## src/rtl/encoder_pending_queue_pkg.sv

```systemverilog
// Shared definitions for the pending-queue request encoder: selection modes,
// a constant-evaluable log2 helper and a "more than one bit set" test.
package encoder_pkg;

    localparam int MODE_PRIO = 0;  // lowest pending index wins
    localparam int MODE_RR   = 1;  // search starts at the rotating pointer

    // Ceiling log2, usable in parameter defaults.
    function automatic int clog2(input int v);
        int r;
        r = 0;
        while ((1 << r) < v) r++;
        return r;
    endfunction

    // True when at least two bits are set: clearing the lowest set bit
    // leaves something behind.
    function automatic logic popcount_gt1(input logic [31:0] v);
        return (v & (v - 32'd1)) != 32'd0;
    endfunction

endpackage

```

## src/rtl/encoder_pending_queue_if.sv

```systemverilog
// Request / index bundle for the pending-queue encoder.
// Handshake: the consumer takes y when vld && rdy on a rising clk edge; while
// vld is high and rdy is low, y and vld hold their values unchanged.
// e is an active-low enable gating request capture and new loads.
interface encoder_pending_queue_if #(
    parameter int N = 4,
    parameter int W = encoder_pkg::clog2(N)
);
    logic         e;
    logic [N-1:0] w;
    logic         rdy;
    logic         vld;
    logic [W-1:0] y;
    logic         multi;
    logic         drop;
    logic         busy;

    modport master (output e, w, rdy, input vld, y, multi, drop, busy);
    modport slave  (input e, w, rdy, output vld, y, multi, drop, busy);
endinterface

```

## src/rtl/encoder_pending_queue_sel.sv

```systemverilog
// Combinational wrap-around priority search: returns the first set bit of vec
// found at or after start, wrapping from N-1 back to 0.
module enc_prio_select
    import encoder_pkg::*;
#(
    parameter int N = 4,
    parameter int W = clog2(N)
) (
    input  logic [N-1:0] vec,
    input  logic [W-1:0] start,
    output logic         any,
    output logic [W-1:0] idx
);

    // Position of the i-th candidate after start, folded back into 0..N-1.
    function automatic logic [W-1:0] wrap_pos(input logic [W-1:0] s, input int i);
        int j;
        j = int'(s) + i;
        if (j >= N) j = j - N;
        return W'(j);
    endfunction

    // Scan N candidates from start; the first hit wins.
    always_comb begin
        any = 1'b0;
        idx = '0;
        for (int i = 0; i < N; i++) begin
            if (!any && vec[wrap_pos(start, i)]) begin
                any = 1'b1;
                idx = wrap_pos(start, i);
            end
        end
    end

endmodule

```

## src/rtl/encoder_pending_queue.sv

```systemverilog
// Pending-queue request encoder: requests are captured into sticky pending
// bits and handed out one encoded index per accepted handshake, in either
// fixed-priority or round-robin order.
module encoder_pending_queue
    import encoder_pkg::*;
#(
    parameter int N          = 4,
    parameter int W          = clog2(N),
    parameter int MODE       = MODE_PRIO,
    parameter int ACT_LOW_IN = 1
) (
    input logic                    clk,
    input logic                    rst,
    encoder_pending_queue_if.slave bus
);

    logic [N-1:0] pend;
    logic [N-1:0] req;
    logic [N-1:0] load_mask;
    logic [W-1:0] ptr;
    logic [W-1:0] start;
    logic [W-1:0] sel;
    logic [W-1:0] y_q;
    logic         sel_any;
    logic         vld_q;
    logic         multi_q;
    logic         drop_q;
    logic         slot_free;
    logic         load;

    // Normalise request polarity; a disabled encoder sees no requests.
    always_comb begin
        req = '0;
        if (!bus.e) req = (ACT_LOW_IN != 0) ? ~bus.w : bus.w;
    end

    // Fixed priority always searches from index 0.
    assign start = (MODE == MODE_RR) ? ptr : '0;

    enc_prio_select #(.N(N), .W(W)) u_sel (
        .vec   (pend),
        .start (start),
        .any   (sel_any),
        .idx   (sel)
    );

    // The output slot can take a new index when empty or being consumed now.
    assign slot_free = ~vld_q | bus.rdy;
    assign load      = slot_free & ~bus.e & sel_any;

    // One-hot mask of the pending bit being handed to the output this edge.
    always_comb begin
        load_mask = '0;
        if (load) load_mask[sel] = 1'b1;
    end

    // Sticky capture; a fresh request on the bit being loaded re-arms it.
    always_ff @(posedge clk or posedge rst) begin
        if (rst) begin
            pend    <= '0;
            multi_q <= 1'b0;
            drop_q  <= 1'b0;
        end else begin
            pend    <= (pend & ~load_mask) | req;
            multi_q <= popcount_gt1(32'(req));
            drop_q  <= |(req & pend & ~load_mask);
        end
    end

    // Output register: load a new index, go idle, or hold while stalled.
    always_ff @(posedge clk or posedge rst) begin
        if (rst) begin
            y_q   <= '0;
            vld_q <= 1'b0;
        end else if (load) begin
            y_q   <= sel;
            vld_q <= 1'b1;
        end else if (slot_free) begin
            y_q   <= '0;
            vld_q <= 1'b0;
        end
    end

    // Round-robin pointer moves just past each issued index, wrapping at N-1.
    always_ff @(posedge clk or posedge rst) begin
        if (rst) begin
            ptr <= '0;
        end else if (load && MODE == MODE_RR) begin
            ptr <= (sel == W'(N - 1)) ? '0 : sel + W'(1);
        end
    end

    assign bus.vld   = vld_q;
    assign bus.y     = y_q;
    assign bus.multi = multi_q;
    assign bus.drop  = drop_q;
    assign bus.busy  = (|pend) | vld_q;

endmodule
```

## src/flat_wrapper.sv

```systemverilog
// flat-port wrapper written by rule: the top's interface ports become plain ports
module encoder_pending_queue_flat import encoder_pkg::*;
#(
    parameter int N          = 4,
    parameter int W          = clog2(N),
    parameter int MODE       = MODE_PRIO,
    parameter int ACT_LOW_IN = 1
)
  (clk, rst, bus_e, bus_w, bus_rdy, bus_vld, bus_y, bus_multi, bus_drop, bus_busy);
  encoder_pending_queue_if #(.N(N), .W(W)) bus_i ();
  input logic clk;
  input logic rst;
  input wire logic [$bits(bus_i.e)-1:0] bus_e;
  input wire logic [$bits(bus_i.w)-1:0] bus_w;
  input wire logic [$bits(bus_i.rdy)-1:0] bus_rdy;
  output wire logic [$bits(bus_i.vld)-1:0] bus_vld;
  output wire logic [$bits(bus_i.y)-1:0] bus_y;
  output wire logic [$bits(bus_i.multi)-1:0] bus_multi;
  output wire logic [$bits(bus_i.drop)-1:0] bus_drop;
  output wire logic [$bits(bus_i.busy)-1:0] bus_busy;
  assign bus_i.e = bus_e;
  assign bus_i.w = bus_w;
  assign bus_i.rdy = bus_rdy;
  assign bus_vld = bus_i.vld;
  assign bus_y = bus_i.y;
  assign bus_multi = bus_i.multi;
  assign bus_drop = bus_i.drop;
  assign bus_busy = bus_i.busy;
  encoder_pending_queue #(.N(N), .W(W), .MODE(MODE), .ACT_LOW_IN(ACT_LOW_IN)) u_core (.clk(clk), .rst(rst), .bus(bus_i));
endmodule
```

## config.mk

```make
export PLATFORM = sky130hd
export DESIGN_NAME = encoder_pending_queue_flat
export DESIGN_NICKNAME = d
export VERILOG_FILES = /design/src/rtl/encoder_pending_queue_pkg.sv /design/src/rtl/encoder_pending_queue_if.sv /design/src/rtl/encoder_pending_queue_sel.sv /design/src/rtl/encoder_pending_queue.sv /design/src/flat_wrapper.sv
export SDC_FILE = /design/constraint.sdc
export NUM_CORES = 1
export LEC_CHECK = 0
export ABC_AREA = 1
export BUFFER_PORTS_ARGS = -buffer_cell sky130_fd_sc_hd__buf_2
export CAP_MARGIN = 10
export CELL_PAD_IN_SITES_DETAIL_PLACEMENT = 1
export CELL_PAD_IN_SITES_GLOBAL_PLACEMENT = 2
export CORE_MARGIN = 8
export CORE_UTILIZATION = 28
export CTS_BUF_LIST = sky130_fd_sc_hd__clkbuf_2 sky130_fd_sc_hd__clkbuf_4 sky130_fd_sc_hd__clkbuf_8
export DETAILED_ROUTE_END_ITERATION = 10
export PLACE_DENSITY = 0.81
export SETUP_SLACK_MARGIN = 0.5
export SLEW_MARGIN = 10
export SYNTH_ARGS = -nofsm -noshare
export SYNTH_HDL_FRONTEND = slang
export SYNTH_SLANG_ARGS = --single-unit
```

## constraint.sdc

```tcl
create_clock -name clk -period 1.1 [get_ports clk]
set_input_delay 0 -clock clk [delete_from_list [all_inputs] [get_ports clk]]
set_output_delay 0 -clock clk [all_outputs]
set_load 0.01 [all_outputs]
```

==> parameters.txt <==
Parameter                              Value

Synthesis
  Compound-Gate Fraction of Synth Area ... 11.08%
  Post-Syn Nets ... between 60 and 70
  Dominant combinational cell family by area after synthesis ... simple AND/OR/NAND/NOR gates
  Multiplexer area fraction after synthesis ... 0%
  Post-synthesis register bit count ... 9
  Parity-gate share of the synthesized area counting xor and xnor cells ... 0%
  Cell variety after synth ... 15
  Synthesized-area fraction occupied by and/or/nand/nor cells ... 33.78%
  Sequential-to-total area share from yosys stat ... 48.65%
  Summed instance area of the synthesized netlist ... about 460 um2
  Synthesized-area fraction occupied by adder cells ... 0%
  Synthesized area per cell ... around 7.7 um2
  Number of cells produced by synthesis ... 60
  Warnings from Yosys ... 0

Placed design
  Placed Cells ... 93
  Instance area at placement ... just under 600 um2
  Weighted congestion at the end of routability-driven global placement ... 0.7939
  Pre-CTS setup slack ... 0.004201 ns
  Number of buffers added on ports ... 13
  Placed wire-length estimate ... 1038 um

Routing
  DRT iter0 DRCs ... 3
  Detailed Route WL ... 1314 um
  DRC ... 0
  Vias ... 486
  Routed length per placed instance ... 12.63 um
  Length of the first detailed-routing pass in iterations ... 2
  Antenna Nets Post-Route ... 0
  Vias per inst ... ~4.7

Pwr
  Clock network power share ... 29.1%
  Sequential group share of total power ... 41.3%
  Combinational cell fraction of total power ... 29.6%
  Leakage ... 0.3660 nW
  Maximum vdd drop ... 581.0 uV
  Fraction of power spent switching nets ... 30.83%
  Cell Pwr Density ... 1356 nW/um2
  Reported net switching power ... 0.0003029 W
  Internal power ... 0.0006795 W

GRT
  Wire length of the first global-routing pass ... 2256 um
  Maximum number of pins on one net before global-route repair ... 10
  All-Layer GR Usage ... 8.704%
  Total congestion overflow ... 0
  Via count of the first global-routing pass ... around 560
  Number of antenna violations at the first check in global routing ... 0

Worst setup path
  Critical Path End Type ... output pin
  Reg-to-reg startpoint ... u_core.pend[0]$_DFF_PP0_
  Length in cells of the worst reg-to-reg path ... 9
  Worst R2R End ... u_core.bus.drop$_DFF_PP0_
  Type of the worst setup path ... reg -> out
  Worst setup SP type ... flop
  Critical-path maximum fanout ... 2
  Endpoint required time on the critical path ... 1.10 ns
  Data arrival time of the critical path ... about 1.3 ns
  Register-to-register path setup slack ... -0.13 ns

Clock tree
  TritonCTS buffer count ... 3
  CTS Sinks ... 9
  Insertion delay of the later-clocked pin in the worst-skew pair ... 0.26 ns
  Post-CTS clock slew at the launch and capture registers of the worst setup and hold paths ... 0.06 ns
  CTS tree ... done
  Deepest level of the CTS H-tree ... 1
  Post-cts hold buffer count ... 1
  CTS Root Buffer Type ... sky130_fd_sc_hd__clkbuf_4
  Largest buffer count on any clock path ... 2

Floorplan
  Area of the core ... 1524 um2
  Y dimension of the die ... ~57 um
  Placement Rows ... 14
  Effective utilization at floorplan ... 30.38%
  Width of the die ... 56.66 um
  Die area ... 3210 um2
  I/O pin count ... 14

Timing
  Final hold violation count ... 3
  Final worst clock skew ... 0.004028 ns
  Relative slew slack ... between 80% and 90%
  WHS ... -0.07160 ns
  Final period utilization ... 116.2%
  Pin slew with the least headroom to its limit ... 0.2217 ns
  F_max ... 782.1 MHz
  Number of pins with negative max-slew slack in the final report ... 0
  Tmin final ... 1.279 ns
  Slack of the critical path ... -0.1786 ns
  Final setup vio count ... 7
  RSZ-0062 raised after global routing ... true

Final layout
  Area Overhead vs Synth ... 56.49%
  Filler cells ... roughly 200
  Final Cell Area ... 724.4 um2
  Post-layout util ... 47.54%
  Net total in the final layout ... between 90 and 100
  Number of inserted diodes ... 0
  Share of cells above drive strength 1 ... 46.59%
  Post-route insts no fill ... 104

Worst hold path
  Number of instances on the worst hold path ... 2
  Launch instance of the worst min-delay path ... bus_w[1]
  Kind of path behind the tightest hold check ... in -> reg
  WHS Endpoint ... u_core.pend[1]$_DFF_PP0_

Status
  Violations in the final reports ... hold timing, setup timing
  Status ... finished with violations

Flow run
  Max_cap viols ... 0
[through the flow]
stage,TNS [ns],power [W]
final,-0.4819,0.0009824
after global routing,-0.9688,0.001044
after CTS,-0.4215,0.0009635
after detailed placement,0,0.0006287
after global placement,0,0.0006245
after floorplan,0,0.0005261
[cell usage after synthesis, drive strengths merged]
cell | n | area (um2)
a21oi | 3 | 18.77
dfrtp | 9 | 225.2
inv | 8 | 30.02
nand2 | 18 | 70.07
nand3 | 6 | 35.03
nor2 | 9 | 38.79
o211ai | 2 | 15.01
o21ai | 1 | 5.000
o22ai | 2 | 12.51
or2 | 2 | 12.51
[layout make-up]
class / instances / area, um2 / share of cell area, %
clock buffers: 4 / 30.03 / 4.145
flip-flops and latches: 9 / 226.5 / 31.26
well taps: 16 / 20.02 / 2.763
multi-input cells: 43 / 241.5 / 33.33
repair buffers: 24 / 170.2 / 23.49
inverters: 8 / 36.28 / 5.009
[kinds of logic after synthesis]
kind of cell	after synthesis
AO/OA/AOI/OAI	8
buffers and inverters	8
flip-flops	9
AND/OR/NAND/NOR	35
[flip-flops by register name (all words and copies together) (netlist names)]
| name | cells |
|---|---|
| u_core.pend | 4 |
| u_core.bus.multi | 1 |
| u_core.bus.vld | 1 |
| u_core.bus.y | 2 |
| u_core.bus.drop | 1 |
[timing repair]
| action | 4_1_cts | 5_1_grt |
|---|---|---|
| endpoints found under the setup margin | 14 | 23 |
| pin swaps | 4 | 4 |
| gates resized for setup | 7 | 5 |
| hold endpoints to repair | 12 | 2 |
| cloned | 0 | 0 |
| setup buffers | 4 | 2 |
[metal layers]
layer  global-route usage (%)  vias up  part of all wire (%)
li1                         -      248                     -
met1                    8.892      225                    43
met2                    15.20       11                    50
met3                    2.472        2                   5.3
met4                    5.155        0                   1.4
met5                        0        -                     0
[how the worst max path moves through the flow]
stage	endpoint	slack (ns)	depth (start not counted)	from
6_report	bus_busy	-0.18	4	u_core.pend[1]$_DFF_PP0_
5_1_grt	bus_busy	-0.24	4	u_core.pend[0]$_DFF_PP0_
4_1_cts	bus_busy	-0.16	4	u_core.pend[0]$_DFF_PP0_
3_5_place_dp	u_core.bus.drop$_DFF_PP0_	0.004	6	u_core.bus.vld$_DFFE_PP0P_
3_3_place_gp	u_core.bus.drop$_DFF_PP0_	0.02	6	u_core.bus.vld$_DFFE_PP0P_
2_1_floorplan	u_core.bus.drop$_DFF_PP0_	0.09	6	u_core.bus.vld$_DFFE_PP0P_
[cells in the final DEF, fill, tap and decap left out, types with 2 or more instances in the layout]
master and instances:
sky130_fd_sc_hd__o22ai_1 2, sky130_fd_sc_hd__clkbuf_4 4, sky130_fd_sc_hd__dfrtp_1 8, sky130_fd_sc_hd__nor2_1 7, sky130_fd_sc_hd__buf_4 8, sky130_fd_sc_hd__nand3_4 2
sky130_fd_sc_hd__buf_6 4, sky130_fd_sc_hd__nand3_1 3, sky130_fd_sc_hd__o211ai_1 2, sky130_fd_sc_hd__inv_1 3, sky130_fd_sc_hd__inv_2 3, sky130_fd_sc_hd__a21oi_2 2
sky130_fd_sc_hd__nand2_1 17, sky130_fd_sc_hd__buf_2 11, sky130_fd_sc_hd__or2_1 2
[worst max-delay path, stage by stage (launching register included)]
cell and delay (ns):
sky130_fd_sc_hd__dfrtp_1 0.39, sky130_fd_sc_hd__nor2_2 0.17, sky130_fd_sc_hd__nand3_2 0.11, sky130_fd_sc_hd__or2_1 0.21, sky130_fd_sc_hd__buf_2 0.14
[power groups by stage]
stage	Sequential, W	Clock [W]	Combinational [W]
2_1_floorplan	0.000423	0	0.000103
3_3_place_gp	0.000408	0	0.000216
3_5_place_dp	0.000411	0	0.000218
4_1_cts	0.000405	0.000291	0.000268
5_1_grt	0.000411	0.000308	0.000325
6_report	0.000405	0.000286	0.000291
No activity file was read; power rests on OpenSTA's default activity.
